## config.mk

```make
export PLATFORM = sky130hd
export DESIGN_NAME = man_coder_top
export DESIGN_NICKNAME = d
export VERILOG_FILES = /design/src/rtl/man_coder_pkg.sv /design/src/rtl/man_enc_lane.sv /design/src/rtl/man_coder_top.sv
export SDC_FILE = /design/constraint.sdc
export NUM_CORES = 1
export LEC_CHECK = 0
export CORE_AREA = 2 2 39 41
export DETAILED_ROUTE_END_ITERATION = 16
export DIE_AREA = 0 0 41 43
export HOLD_SLACK_MARGIN = 0.03
export PLACE_DENSITY_LB_ADDON = 0.2
export SYNTH_ARGS = -nofsm -noshare
export SYNTH_HDL_FRONTEND = slang
export SYNTH_HIERARCHICAL = 1
export SYNTH_SLANG_ARGS = --single-unit
```

## constraint.sdc

```tcl
create_clock -name clk -period 2 [get_ports clk]
set_clock_uncertainty 0.15 [all_clocks]
set_input_delay 0.4 -clock clk [delete_from_list [all_inputs] [get_ports clk]]
set_output_delay 0.4 -clock clk [all_outputs]
set_load 0.03 [all_outputs]
```

## src/rtl/man_coder_pkg.sv

```systemverilog
// Shared types and constants for the dual-channel Manchester line encoder.
package man_coder_pkg;

    localparam int BIT_CYCLES_DEF = 6;
    localparam int CNT_W          = $clog2(BIT_CYCLES_DEF);
    localparam int HALF_DEF       = BIT_CYCLES_DEF / 2;

    typedef logic [CNT_W-1:0] cnt_t;

    function automatic int half_cycles(input int bit_cycles);
        return bit_cycles / 2;
    endfunction

endpackage

```

## src/rtl/man_enc_lane.sv

```systemverilog
// One Manchester channel: bit sample register plus registered Thomas and IEEE 802.3 outputs.
module man_enc_lane
    import man_coder_pkg::*;
(
    input  logic clk,
    input  logic reset,
    input  logic sample,
    input  logic first_half,
    input  logic data,
    output logic bit_nxt,
    output logic thomas,
    output logic ieee
);

    logic bit_q;

    // Next-state bit is exported so the top can register parity and differential level in step.
    assign bit_nxt = sample ? data : bit_q;

    always_ff @(posedge clk or negedge reset) begin
        if (!reset) begin
            bit_q  <= 1'b0;
            thomas <= 1'b0;
            ieee   <= 1'b0;
        end else begin
            bit_q  <= bit_nxt;
            thomas <= first_half ? bit_nxt : ~bit_nxt;
            ieee   <= first_half ? ~bit_nxt : bit_nxt;
        end
    end

endmodule

```

## src/rtl/man_coder_top.sv

```systemverilog
// Dual-channel Manchester encoder: bit timing, two lanes, pair parity and a channel-A
// differential-Manchester line that exists only when MAN_CODER_DIFF_EN is defined.
module man_coder_top
    import man_coder_pkg::*;
#(
    parameter int BIT_CYCLES = BIT_CYCLES_DEF
) (
    input  logic clk,
    input  logic reset,
    input  logic dataA,
    input  logic dataB,
    output logic out_a,
    output logic out_b,
    output logic out_top,
    output logic out_top_2,
    output logic out_top_3,
    output logic out_pin_1,
    output logic out_pin_2,
    output logic out_pin_3
);

    localparam cnt_t LAST = cnt_t'(BIT_CYCLES - 1);
    localparam cnt_t HALF = cnt_t'(half_cycles(BIT_CYCLES));

    cnt_t cnt;
    cnt_t cnt_nxt;
    logic sample;
    logic first_half_nxt;
    logic sa_nxt;
    logic sb_nxt;

    always_comb begin
        sample         = (cnt == LAST);
        cnt_nxt        = sample ? '0 : cnt + cnt_t'(1);
        first_half_nxt = (cnt_nxt < HALF);
    end

    // Outputs load from next-state values so they show the new bit right after the sample edge.
    always_ff @(posedge clk or negedge reset) begin
        if (!reset) begin
            cnt       <= LAST;
            out_top_3 <= 1'b0;
            out_pin_1 <= 1'b0;
            out_pin_3 <= 1'b0;
        end else begin
            cnt       <= cnt_nxt;
            out_top_3 <= first_half_nxt;
            out_pin_1 <= (cnt_nxt == '0);
            out_pin_3 <= sa_nxt ^ sb_nxt;
        end
    end

    man_enc_lane u_lane_a (
        .clk        (clk),
        .reset      (reset),
        .sample     (sample),
        .first_half (first_half_nxt),
        .data       (dataA),
        .bit_nxt    (sa_nxt),
        .thomas     (out_a),
        .ieee       (out_top)
    );

    man_enc_lane u_lane_b (
        .clk        (clk),
        .reset      (reset),
        .sample     (sample),
        .first_half (first_half_nxt),
        .data       (dataB),
        .bit_nxt    (sb_nxt),
        .thomas     (out_b),
        .ieee       (out_top_2)
    );

`ifdef MAN_CODER_DIFF_EN
    logic diff_lvl;

    // Zero toggles at the bit boundary, every bit toggles at mid-bit.
    always_ff @(posedge clk or negedge reset) begin
        if (!reset) begin
            diff_lvl <= 1'b0;
        end else if (((cnt_nxt == '0) && !sa_nxt) || (cnt_nxt == HALF)) begin
            diff_lvl <= ~diff_lvl;
        end
    end

    assign out_pin_2 = diff_lvl;
`else
    assign out_pin_2 = 1'b0;
`endif

endmodule

```

# [Yosys cells after proc, flatten, opt, wreduce, memory -nomap -nowiden]
# Index checks and enable logic that the tools add are counted.
[classes] add_sub_neg=1 magnitude_cmp=1 n_eq_ne=1 n_mux=7 bitwise=3 n_reduce_logical=1
[ops] op="1-bit two-way mux" n=6
[ops] op="3-bit by 1-bit adder with 3-bit output, second input constant" n=1
[ops] op="3-bit equality test, second input constant" n=1
[ops] op="3-bit logical NOT" n=1
[ops] op="3-bit by 2-bit < comparator with 1-bit output, second input constant" n=1
[ops] op="3-bit two-way mux" n=1
[ops] op="1-bit inverter" n=2
[ops] op="1-bit bitwise XOR" n=1
[totals] reg_bits=12 in_bits=4 word_cells=24

# [Depth between registers and ports, before layout]
[depth] word_depth=4 ltp_mapped=5 depth_no_buf=5

# [Cells and area by module]
# The synthesis kept the hierarchy.
[modules_own_cells] module="man_coder_top" n_inst=1 cells_per_inst=18 area_per_inst_um2=230.2 seq_area_each_um2=152.6
[modules_own_cells] module="man_enc_lane" n_inst=2 cells_per_inst=7 area_per_inst_um2=110.1 seq_area_each_um2=75.1

# [Least setup slack after synthesis]
# Ideal clock, no wire load.
[synth_timing] kind="register to register" startpoint="register cnt[0]" endpoint="register out_pin_3" arrival_ps=1482 setup_slack_ps=246 path_stages_with_launch=6 path_buffers=0 synth_period_minus_slack_ps=1754 cell_sequence="dfstp_2 and2_2 nor2b_1 mux2i_2 inv_1 xor2_1"
[synth_via] elab_chain_len=3 word_cells_on_any_way=4 classes_between="eq/ne: 1; mux: 2; bitwise: 1"
[synth_lines] item="start: declaration" line="man_coder_top.sv:25" source="cnt_t cnt;"
[synth_lines] item="start signal: assignment" line="man_coder_top.sv:46" source="cnt <= cnt_nxt;"
[synth_lines] item="3-bit equality test" line="man_coder_top.sv:33" source="sample = (cnt == LAST);"
[synth_lines] item="named net sample" line="man_coder_top.sv:27" source="logic sample;"
[synth_lines] item="1-bit two-way mux" line="man_enc_lane.sv:18" source="assign bit_nxt = sample ? data : bit_q;"
[synth_lines] item="named net sb_nxt" line="man_coder_top.sv:30" source="logic sb_nxt;"
[synth_lines] item="1-bit bitwise XOR" line="man_coder_top.sv:49" source="out_pin_3 <= sa_nxt ^ sb_nxt;"
[synth_lines] item="end signal: assignment" line="man_coder_top.sv:49"
[synth_lines] item="end: declaration" line="man_coder_top.sv:19" source="output logic out_pin_3"
# The timed path passes the listed nets, and every way through them passes these cells.

# [Worst setup path in the final report]
[layout_timing] startpoint="register cnt[0]" endpoint="register out_pin_3"
[layout_via] elab_chain_len=3 word_cells_on_any_way=4 classes_between="eq/ne: 1; mux: 2; bitwise: 1"
[layout_lines] item="3-bit equality test" line="man_coder_top.sv:33"
[layout_lines] item="named net sample" line="man_coder_top.sv:27"
[layout_lines] item="1-bit two-way mux" line="man_enc_lane.sv:18"
[layout_lines] item="named net sa_nxt" line="man_coder_top.sv:29" source="logic sa_nxt;"
[layout_lines] item="1-bit bitwise XOR" line="man_coder_top.sv:49"
# The timed path passes the listed nets, and every way through them passes these cells.

==> impl_metrics.toml <==
[run_status]
status = "finished clean"

[sta]
finalCriticalPeriod_ps = 1860
hold_viol_final = 0
fin_crit_sh_pct = 93.2
hold_ws_ps = 323
rsz0062_at_grt = "false"
drv_slew = 0
fmaxAchievable_mhz = 537
setup_violations = 0
max_slew_margin_pct = 65.1
fin_setup_tns_ps = 0
tightest_slew_ps = 522

[flow_run]
drv_cap = 0

[logic_synthesis]
synth_top_area_share_pct = 55.6
yosys_warnings = 6
seq_area_frac_synth_pct = 67.2
ys_ff_latch = 12
syn_area_um2 = 450
synthTopCellsByArea = "dfrtp_1, dfstp_2, mux2i_2, xor2_1, xnor2_1"
avgSynthCellArea_um2 = 14.1
syn_inst = 32
yosys.area.top_type = "dfrtp_1"
yosysUniqueCellTypes = 14
synth_nets = 36

[clock_tree]
postCtsSetupBuffers = 0
clock_path_buffers = 2
clkLatencyLatePin_ps = 260
clk_pin_slew_ps = 70
cts_buffers = 3
cts_resized = 0
ctsHoldBuffers = 0
cts_max_level = 1
cts_tree = "done"
cts_root_buffer = "clkbuf_4"
clkSinkCount = 12

[placed_design]
gp_congestion = 0.695
port_buffers = 10

[die]
die_h_um = 43
core_um2 = 1380
die_w_um = 41
ios = 12
rows = 14
start_util_pct = 32.5
die_area_um2 = 1760

[critical_path]
cp-end-kind = "register"
worstPathArrival_ps = 1870
cp_max_fo = 5
path_class = "reg -> reg"
required_ps = 2000
startpoint_type = "register"

[routing]
drtIter0Drc = 1
drtAntennaViolNets = 0
firstDrtPassIters = 2
vias_per_cell = 4.16
wire_per_inst_um = 10.8
routed_wl_um = 667
num_vias = 258
drc = 0

[grt]
grt_max_degree = 13
first_global_vias = 300
grt_usage_pct = 9.90
grt_pass1_wl_um = 1120
antenna_found_initial = 0
overflow = 0

[final_layout]
layout_common_cells = "dfrtp_1, clkdlybuf4s50_1, inv_1, xor2_1, clkbuf_4"
antennaDiodeCount = 0
synthToLayoutAreaGrowth_pct = 34.7
nets = 51
drive_gt1_share_pct = 23.9

[pwr]
powerDensity_nw_per_um2 = 805
max-vdd-ir-drop_mv = 0.363
p_total_mw = 0.489
power.leakage_nw = 0.284

[min_path]
hold_class = "reg -> reg"
registers in the layout, indices dropped and copies added, names as in the netlist:
signal and cells:
u_lane_b/thomas 1, cnt 3, u_lane_a/thomas 1, u_lane_a/ieee 1
out_pin_3 1, out_top_3 1, u_lane_a/bit_q 1, out_pin_1 1
u_lane_b/bit_q 1, u_lane_b/ieee 1
path summary, 6_finish.rpt:
| check | startpoint | endpoint | slack, ps | depth (start not counted) |
|---|---|---|---|---|
| max reg2reg | cnt[0] | out_pin_3 | 140 | 5 |
| max in group asynchronous | reset | cnt[2] | 1010 | 1 |
| min | cnt[0] | cnt[0] | 320 | 1 |
| max | cnt[0] | out_pin_3 | 140 | 5 |
| min in group asynchronous | reset | u_lane_b/thomas | 330 | 1 |
| min reg2reg | cnt[0] | cnt[0] | 320 | 1 |
metrics by stage:
| step | worst slack (ps) | area (um^2) | instances | util, % |
|---|---|---|---|---|
| 2_1_floorplan | 246 | 450 | 32 | - |
| 3_3_place_gp | 180 | 571 | 58 | 41.2 |
| 3_5_place_dp | 133 | 571 | 58 | 41.2 |
| 4_1_cts | 117 | 607 | 62 | 43.9 |
| 5_1_grt | 6.41 | 607 | 62 | 43.9 |
| 6_report | 137 | 607 | 62 | 43.9 |
worst max-delay path: stages, from the launching register on:
cell	delay (ps)
dfstp_2	570
and2_2	150
nor2b_1	280
mux2i_2	350
inv_1	100
xor2_1	150
cell usage after synthesis, drive strengths merged:
cell / count
a21o: 1
and2: 1
and2b: 1
buf: 1
conb: 1
dfrtp: 10
dfstp: 2
inv: 3
mux2: 1
mux2i: 2
nor2: 2
nor2b: 2
xnor2: 2
xor2: 3
cell families (layout without fill, tap and decap cells):
kind of cell / after synthesis / in the layout / share of synthesized area, %
AOI/OAI and AO/OA: 1 / 1 / 1.67
buffers and inverters: 4 / 18 / 4.17
xor gates and xnor gates: 5 / 5 / 9.72
and+or+nand+nor: 6 / 6 / 7.78
muxes: 3 / 3 / 8.61
other: 1 / 1 / 0.833
DFF: 12 / 12 / 67.2
per-layer routing:
| layer | vias up | wire (um) | track usage (%) |
|---|---|---|---|
| met2 | 8 | 384 | 15.6 |
| met1 | 128 | 236 | 9.83 |
| li1 | 122 | - | - |
| met5 | - | 0 | 0 |
| met3 | 0 | 46 | 3.14 |
| met4 | 0 | 0 | 8.00 |
cell type report:
| class | count | area, um^2 |
|---|---|---|
| Inverter | 3 | 11.3 |
| Clock buffer | 4 | 36.3 |
| Sequential cell | 12 | 303 |
| Multi-Input combinational cell | 16 | 129 |
| Tap cell | 16 | 20.0 |
| Fill cell | 132 | 777 |
| Timing Repair Buffer | 11 | 108 |
power breakdown:
group / leakage [nW] / internal [mW] / switching (mW)
clock network: 0.0210 / 0.110 / 0.0755
registers: 0.139 / 0.251 / 0.00230
logic: 0.123 / 0.0213 / 0.0282
No activity file was read; power rests on OpenSTA's default activity.
